### src/rtl/ar_mem_reader_pkg.sv
// rtl/ar_mem_reader_pkg.sv - shared state type and widths for the AR read path
package ar_mem_reader_pkg;

   localparam int ADDR_W_DEF = 12;
   localparam int DATA_W_DEF = 8;
   localparam int LEN_W      = 4;
   localparam int LAT_W      = 2;

   typedef enum logic [1:0] {
      IDLE    = 2'd0,
      ISSUE   = 2'd1,
      WAIT    = 2'd2,
      CAPTURE = 2'd3
   } rd_state_e;

endpackage

### src/rtl/ar_mem_reader_if.sv
// rtl/ar_mem_reader_if.sv - request, memory port and data-register signals of the reader
interface ar_mem_reader_if
   import ar_mem_reader_pkg::*;
#(
   parameter int ADDR_W = ADDR_W_DEF,
   parameter int DATA_W = DATA_W_DEF
) ();

   logic              rd_req;
   logic [ADDR_W-1:0] addr;
   logic [LEN_W-1:0]  rd_len;
   logic [DATA_W-1:0] mem_rdata;
   logic              mem_en;
   logic [ADDR_W-1:0] mem_addr;
   logic [DATA_W-1:0] rd_data;
   logic              rd_valid;
   logic              rd_last;
   logic              busy;

   modport slave (
      input  rd_req, addr, rd_len, mem_rdata,
      output mem_en, mem_addr, rd_data, rd_valid, rd_last, busy
   );

   modport master (
      output rd_req, addr, rd_len, mem_rdata,
      input  mem_en, mem_addr, rd_data, rd_valid, rd_last, busy
   );

endinterface

### src/rtl/ar_mem_reader_mem_rd_lat_cnt.sv
// rtl/ar_mem_reader_mem_rd_lat_cnt.sv - loadable down-counter timing the memory read latency
module mem_rd_lat_cnt
   import ar_mem_reader_pkg::*;
(
   input  logic             clk,
   input  logic             rst,
   input  logic             load,
   input  logic             dec,
   input  logic [LAT_W-1:0] load_val,
   output logic             zero
);

   logic [LAT_W-1:0] cnt_q;
   logic [LAT_W-1:0] cnt_d;

   always_comb begin
      cnt_d = cnt_q;
      if (load) begin
         cnt_d = load_val;
      end else if (dec && (cnt_q != '0)) begin
         cnt_d = cnt_q - LAT_W'(1);
      end
   end

   // Flag reflects the post-decrement value so WAIT leaves in the cycle the count expires.
   assign zero = (cnt_d == '0);

   always_ff @(posedge clk) begin
      if (rst) begin
         cnt_q <= '0;
      end else begin
         cnt_q <= cnt_d;
      end
   end

endmodule

### src/rtl/ar_mem_reader.sv
// rtl/ar_mem_reader.sv - fetches a burst of words at the AR address and strobes each into the data register
module ar_mem_reader
   import ar_mem_reader_pkg::*;
#(
   parameter int ADDR_W = ADDR_W_DEF,
   parameter int DATA_W = DATA_W_DEF,
   parameter int RD_LAT = 1
) (
   input logic            clk,
   input logic            rst,
   ar_mem_reader_if.slave bus
);

   localparam logic [LAT_W-1:0] LAT_LOAD = LAT_W'(RD_LAT - 1);

   rd_state_e         state_q, state_d;
   logic [ADDR_W-1:0] addr_q, addr_d;
   logic [LEN_W-1:0]  cnt_q, cnt_d;
   logic              mem_en_q, mem_en_d;
   logic [ADDR_W-1:0] mem_addr_q, mem_addr_d;
   logic [DATA_W-1:0] rd_data_q, rd_data_d;
   logic              rd_valid_q, rd_valid_d;
   logic              rd_last_q, rd_last_d;
   logic              busy_q, busy_d;
   logic              lat_load, lat_dec, lat_zero;

   mem_rd_lat_cnt u_lat_cnt (
      .clk      (clk),
      .rst      (rst),
      .load     (lat_load),
      .dec      (lat_dec),
      .load_val (LAT_LOAD),
      .zero     (lat_zero)
   );

   always_comb begin
      state_d    = state_q;
      addr_d     = addr_q;
      cnt_d      = cnt_q;
      mem_en_d   = 1'b0;
      mem_addr_d = mem_addr_q;
      rd_data_d  = rd_data_q;
      rd_valid_d = 1'b0;
      rd_last_d  = 1'b0;
      lat_load   = 1'b0;
      lat_dec    = 1'b0;
      unique case (state_q)
         IDLE: begin
            if (bus.rd_req) begin
               addr_d     = bus.addr;
               cnt_d      = bus.rd_len;
               mem_en_d   = 1'b1;
               mem_addr_d = bus.addr;
               state_d    = ISSUE;
            end
         end
         ISSUE: begin
            lat_load = 1'b1;
            state_d  = (RD_LAT > 1) ? WAIT : CAPTURE;
         end
         WAIT: begin
            lat_dec = 1'b1;
            if (lat_zero) begin
               state_d = CAPTURE;
            end
         end
         CAPTURE: begin
            rd_data_d  = bus.mem_rdata;
            rd_valid_d = 1'b1;
            rd_last_d  = (cnt_q == '0);
            if (cnt_q == '0) begin
               state_d = IDLE;
            end else begin
               // Next word is issued in the same cycle the current one is strobed out.
               cnt_d      = cnt_q - LEN_W'(1);
               addr_d     = addr_q + ADDR_W'(1);
               mem_en_d   = 1'b1;
               mem_addr_d = addr_d;
               state_d    = ISSUE;
            end
         end
         default: state_d = IDLE;
      endcase
      busy_d = (state_d != IDLE);
   end

   always_ff @(posedge clk) begin
      if (rst) begin
         state_q    <= IDLE;
         addr_q     <= '0;
         cnt_q      <= '0;
         mem_en_q   <= 1'b0;
         mem_addr_q <= '0;
         rd_data_q  <= '0;
         rd_valid_q <= 1'b0;
         rd_last_q  <= 1'b0;
         busy_q     <= 1'b0;
      end else begin
         state_q    <= state_d;
         addr_q     <= addr_d;
         cnt_q      <= cnt_d;
         mem_en_q   <= mem_en_d;
         mem_addr_q <= mem_addr_d;
         rd_data_q  <= rd_data_d;
         rd_valid_q <= rd_valid_d;
         rd_last_q  <= rd_last_d;
         busy_q     <= busy_d;
      end
   end

   assign bus.mem_en   = mem_en_q;
   assign bus.mem_addr = mem_addr_q;
   assign bus.rd_data  = rd_data_q;
   assign bus.rd_valid = rd_valid_q;
   assign bus.rd_last  = rd_last_q;
   assign bus.busy     = busy_q;

endmodule
### src/flat_wrapper.sv
// flat-port wrapper written by rule: the top's interface ports become plain ports
module ar_mem_reader_flat import ar_mem_reader_pkg::*;
#(
   parameter int ADDR_W = ADDR_W_DEF,
   parameter int DATA_W = DATA_W_DEF,
   parameter int RD_LAT = 1
)
  (clk, rst, bus_rd_req, bus_addr, bus_rd_len, bus_mem_rdata, bus_mem_en, bus_mem_addr, bus_rd_data, bus_rd_valid, bus_rd_last, bus_busy);
  ar_mem_reader_if #(.ADDR_W(ADDR_W), .DATA_W(DATA_W)) bus_i ();
  input logic clk;
  input logic rst;
  input wire logic [$bits(bus_i.rd_req)-1:0] bus_rd_req;
  input wire logic [$bits(bus_i.addr)-1:0] bus_addr;
  input wire logic [$bits(bus_i.rd_len)-1:0] bus_rd_len;
  input wire logic [$bits(bus_i.mem_rdata)-1:0] bus_mem_rdata;
  output wire logic [$bits(bus_i.mem_en)-1:0] bus_mem_en;
  output wire logic [$bits(bus_i.mem_addr)-1:0] bus_mem_addr;
  output wire logic [$bits(bus_i.rd_data)-1:0] bus_rd_data;
  output wire logic [$bits(bus_i.rd_valid)-1:0] bus_rd_valid;
  output wire logic [$bits(bus_i.rd_last)-1:0] bus_rd_last;
  output wire logic [$bits(bus_i.busy)-1:0] bus_busy;
  assign bus_i.rd_req = bus_rd_req;
  assign bus_i.addr = bus_addr;
  assign bus_i.rd_len = bus_rd_len;
  assign bus_i.mem_rdata = bus_mem_rdata;
  assign bus_mem_en = bus_i.mem_en;
  assign bus_mem_addr = bus_i.mem_addr;
  assign bus_rd_data = bus_i.rd_data;
  assign bus_rd_valid = bus_i.rd_valid;
  assign bus_rd_last = bus_i.rd_last;
  assign bus_busy = bus_i.busy;
  ar_mem_reader #(.ADDR_W(ADDR_W), .DATA_W(DATA_W), .RD_LAT(RD_LAT)) u_core (.clk(clk), .rst(rst), .bus(bus_i));
endmodule
### config.mk
export PLATFORM = sky130hd
export DESIGN_NAME = ar_mem_reader_flat
export DESIGN_NICKNAME = d
export VERILOG_FILES = /design/src/rtl/ar_mem_reader_pkg.sv /design/src/rtl/ar_mem_reader_if.sv /design/src/rtl/ar_mem_reader_mem_rd_lat_cnt.sv /design/src/rtl/ar_mem_reader.sv /design/src/flat_wrapper.sv
export SDC_FILE = /design/constraint.sdc
export NUM_CORES = 1
export LEC_CHECK = 0
export ABC_AREA = 1
export CORE_MARGIN = 5
export CORE_UTILIZATION = 46
export CTS_CLUSTER_DIAMETER = 120
export CTS_CLUSTER_SIZE = 16
export DETAILED_ROUTE_END_ITERATION = 16
export PLACE_DENSITY = 0.82
export SLEW_MARGIN = 20
export SYNTH_ARGS = -nofsm -noshare
export SYNTH_HDL_FRONTEND = slang
export SYNTH_SLANG_ARGS = --single-unit
export TNS_END_PERCENT = 30
### constraint.sdc
create_clock -name clk -period 2.1 [get_ports clk]
set_clock_uncertainty 0.15 [all_clocks]
set_input_delay 0.525 -clock clk [delete_from_list [all_inputs] [get_ports clk]]
set_output_delay 0.525 -clock clk [all_outputs]
set_load 0.01 [all_outputs]
==> results_dict.tcl <==
set metrics [dict create \
    status "completed" \
    synth_area_leaders "dfxtp_1 38%, nand2_1 13%, nor2_1 9.6%, o21ai_0 7.1%, ha_1 5.2%" \
    fmaxAchievable_ghz 0.506 \
    fin_tns_setup_ns 0 \
    rsz0062_at_grt "no" \
    drt-initial-drc-count 178 \
    grt_pass1_wl_um 6830 \
    die_height_um 70.5 \
    dp_slack_ns 0.110 \
    synth_cells 249 \
    synth_area_leader_cell "dfxtp_1" \
    grt_pass1_vias 1602 \
    synth-seq-cells 32 \
    portBuffers 50 \
    rr_endpoint "u_core.addr_q[2]" \
    fin_crit_sh 0.940 \
    end_kind "output port" \
    diodes 0 \
    max_stage_delay_ns 0.58 \
    wl_per_cell_um 11.4 \
    path_max_fanout 6 \
    critPathBufInv 1 \
    slew_headroom 0.734 \
    cts_buffers 5 \
    clock_latency_ns 0.28 \
    fin_ws_ns 0.125 \
    antenna_found_initial 0 \
    die_area_um2 4970 \
    post-dp-hpwl_um 2950 \
    drv_slew 0 \
    synth_cell_type_count 23 \
    synth_warnings 0 \
    crit_start "u_core.addr_q[5]" \
    coreArea_um2 3610 \
    stdcell_count 350 \
    syn2layout_area_growth_pct 38.1 \
    arrival_ns 1.30 \
    first_pass_iters 4 \
    cap_violations 0 \
    cts-root-buf "clkbuf_8" \
    whs_endpoint "u_core.cnt_q[1]" \
    cts_tree "done" \
    clk_pin_slew_ns 0.06 \
    fin_nets 336 \
    path_delay_family "buffers and inverters" \
    hold_violations 0 \
    setup_viol 0 \
    yosys.area.top_type_share 0.380 \
    drive_above_1_share 0.0894 \
    syn_area_per_cell_um2 6.76 \
    final_common_cell "nand2_1" \
    gr-total-overflow 0 \
    clock_sinks 32 \
    globalplace.congestion 0.821 \
    crit_slowest_cell "clkdlybuf4s50_1" \
    viasPerCell 4.89 \
    crit_type "flop to output port" \
    routed_wl_um 3990 \
    finalCriticalPeriod_ns 1.97 \
    syn_area_um2 1680 \
    initial_core_util 0.467 \
    top_level_ports 51 \
    critPathRequiredTime_ns 1.42 \
    worst_pin_slew_ns 0.398 \
    fp.dieW_um 70.5 \
    num_vias 1711 \
    p_leak_nw 0.981 \
    power_density_nw_per_um2 1210 \
    grt_start_max_net_pins 25 \
    start_kind "flop" \
    yosysSeqAreaShare 0.380 \
    hold_path.class "flop to flop" \
    cts_resized 0 \
    final_util 0.645 \
    syn-num-nets 283 \
    r2r_cells 9 \
    cts_buffer_depth 2 \
    ant_nets 0 \
    mostFrequentLayoutCells "57 x nand2_1, 50 x clkdlybuf4s50_1, 43 x nor2_1, 32 x dfxtp_1, 24 x o21ai_0" \
    cts_hold_buf 0 \
    post_cts_buffers 0 \
    min_from "u_core.cnt_q[1]" \
    htreeDepth 2 \
    row_count 22 \
    vdd_drop_max_uv 892 \
    dp.cells 343 \
    r2r_setup_slack_ns 0.28 \
    hold_path_depth 2 \
    grt_use_total 0.168 \
    drc 0 \
    crit_chain "clkdlybuf4s50_1" \
    reg2reg_from "u_core.state_q[0]" \
]
[how the worst max path moves through the flow]
stage / end / slack (ns) / depth (start not counted)
after CTS: bus_mem_addr[5] / 0.10 / 1
after detailed placement: u_core.addr_q[2] / 0.11 / 8
after floorplan: u_core.addr_q[10] / 0.60 / 8
after global placement: u_core.addr_q[2] / 0.14 / 8
final: bus_mem_addr[5] / 0.13 / 1
after global routing: bus_mem_addr[5] / 0.04 / 1
[logic make-up after synthesis]
kind of cell / count (synthesis) / share of synthesized area
buf+inv: 32 / 0.0825
fa+ha+maj: 7 / 0.0520
compound gates: 43 / 0.137
mux: 1 / 0.00594
xor+xnor: 2 / 0.0104
flops: 32 / 0.380
simple gates: 132 / 0.332
[power by group]
part	switching (mW)	internal [mW]
registers	0.178	0.806
logic	0.728	0.602
clock network	0.209	0.291
[routing by layer]
metal	global-route usage	wire length, um	part of all wire	vias up
met4	0.0447	37	0.0093	0
met1	0.202	1720	0.43	752
met3	0.0647	354	0.089	6
li1	-	-	-	901
met5	0	0	0	-
met2	0.279	1880	0.47	52
[tightest hold or removal path, stage by stage (launching register included)]
cell,delay (ns)
dfxtp_1,0.30
inv_1,0.08
a21oi_1,0.06
[cells in the mapped netlist]
| cell type | instances |
|---|---|
| a21oi_1 | 15 |
| a21oi_2 | 4 |
| buf_2 | 3 |
| buf_4 | 2 |
| buf_6 | 1 |
| clkbuf_1 | 3 |
| dfxtp_1 | 32 |
| ha_1 | 7 |
| inv_1 | 21 |
| inv_2 | 2 |
| mux2i_1 | 1 |
| nand2_1 | 57 |
| nand2_2 | 4 |
| nand2_4 | 1 |
| nand3_1 | 14 |
| nand3b_1 | 2 |
| nand4_1 | 2 |
| nor2_1 | 43 |
| nor2_2 | 4 |
| nor3_1 | 5 |
| o21ai_0 | 24 |
| xnor2_1 | 1 |
| xor2_1 | 1 |
[per-stage QoR]
step / total power, mW / cell area [um^2] / hold slack [ns]
floorplan: 1.86 / 1680 / 0.302
global placement: 2.30 / 2230 / 0.321
detailed placement: 2.33 / 2230 / 0.324
CTS: 2.84 / 2330 / 0.333
global route: 3.06 / 2330 / 0.380
finish: 2.81 / 2330 / 0.332
[final cells by class]
cell class,count,area (um^2)
fill,335,1280
inverter,23,86.3
timing repair buffer,55,538
clock buffer,7,96.3
sequential,32,641
tap,48,60.1
multi-input combinational,185,905
[registers in the layout, summed over array words and instances, names as in the netlist]
signal,count
u_core.addr_q,12
u_core.bus.rd_data,8
u_core.bus.mem_en,1
u_core.cnt_q,4
u_core.bus.rd_last,1
u_core.u_lat_cnt.cnt_q,2
u_core.bus.rd_valid,1
u_core.bus.busy,1
u_core.state_q,2
(Power assumes the default switching activity.)
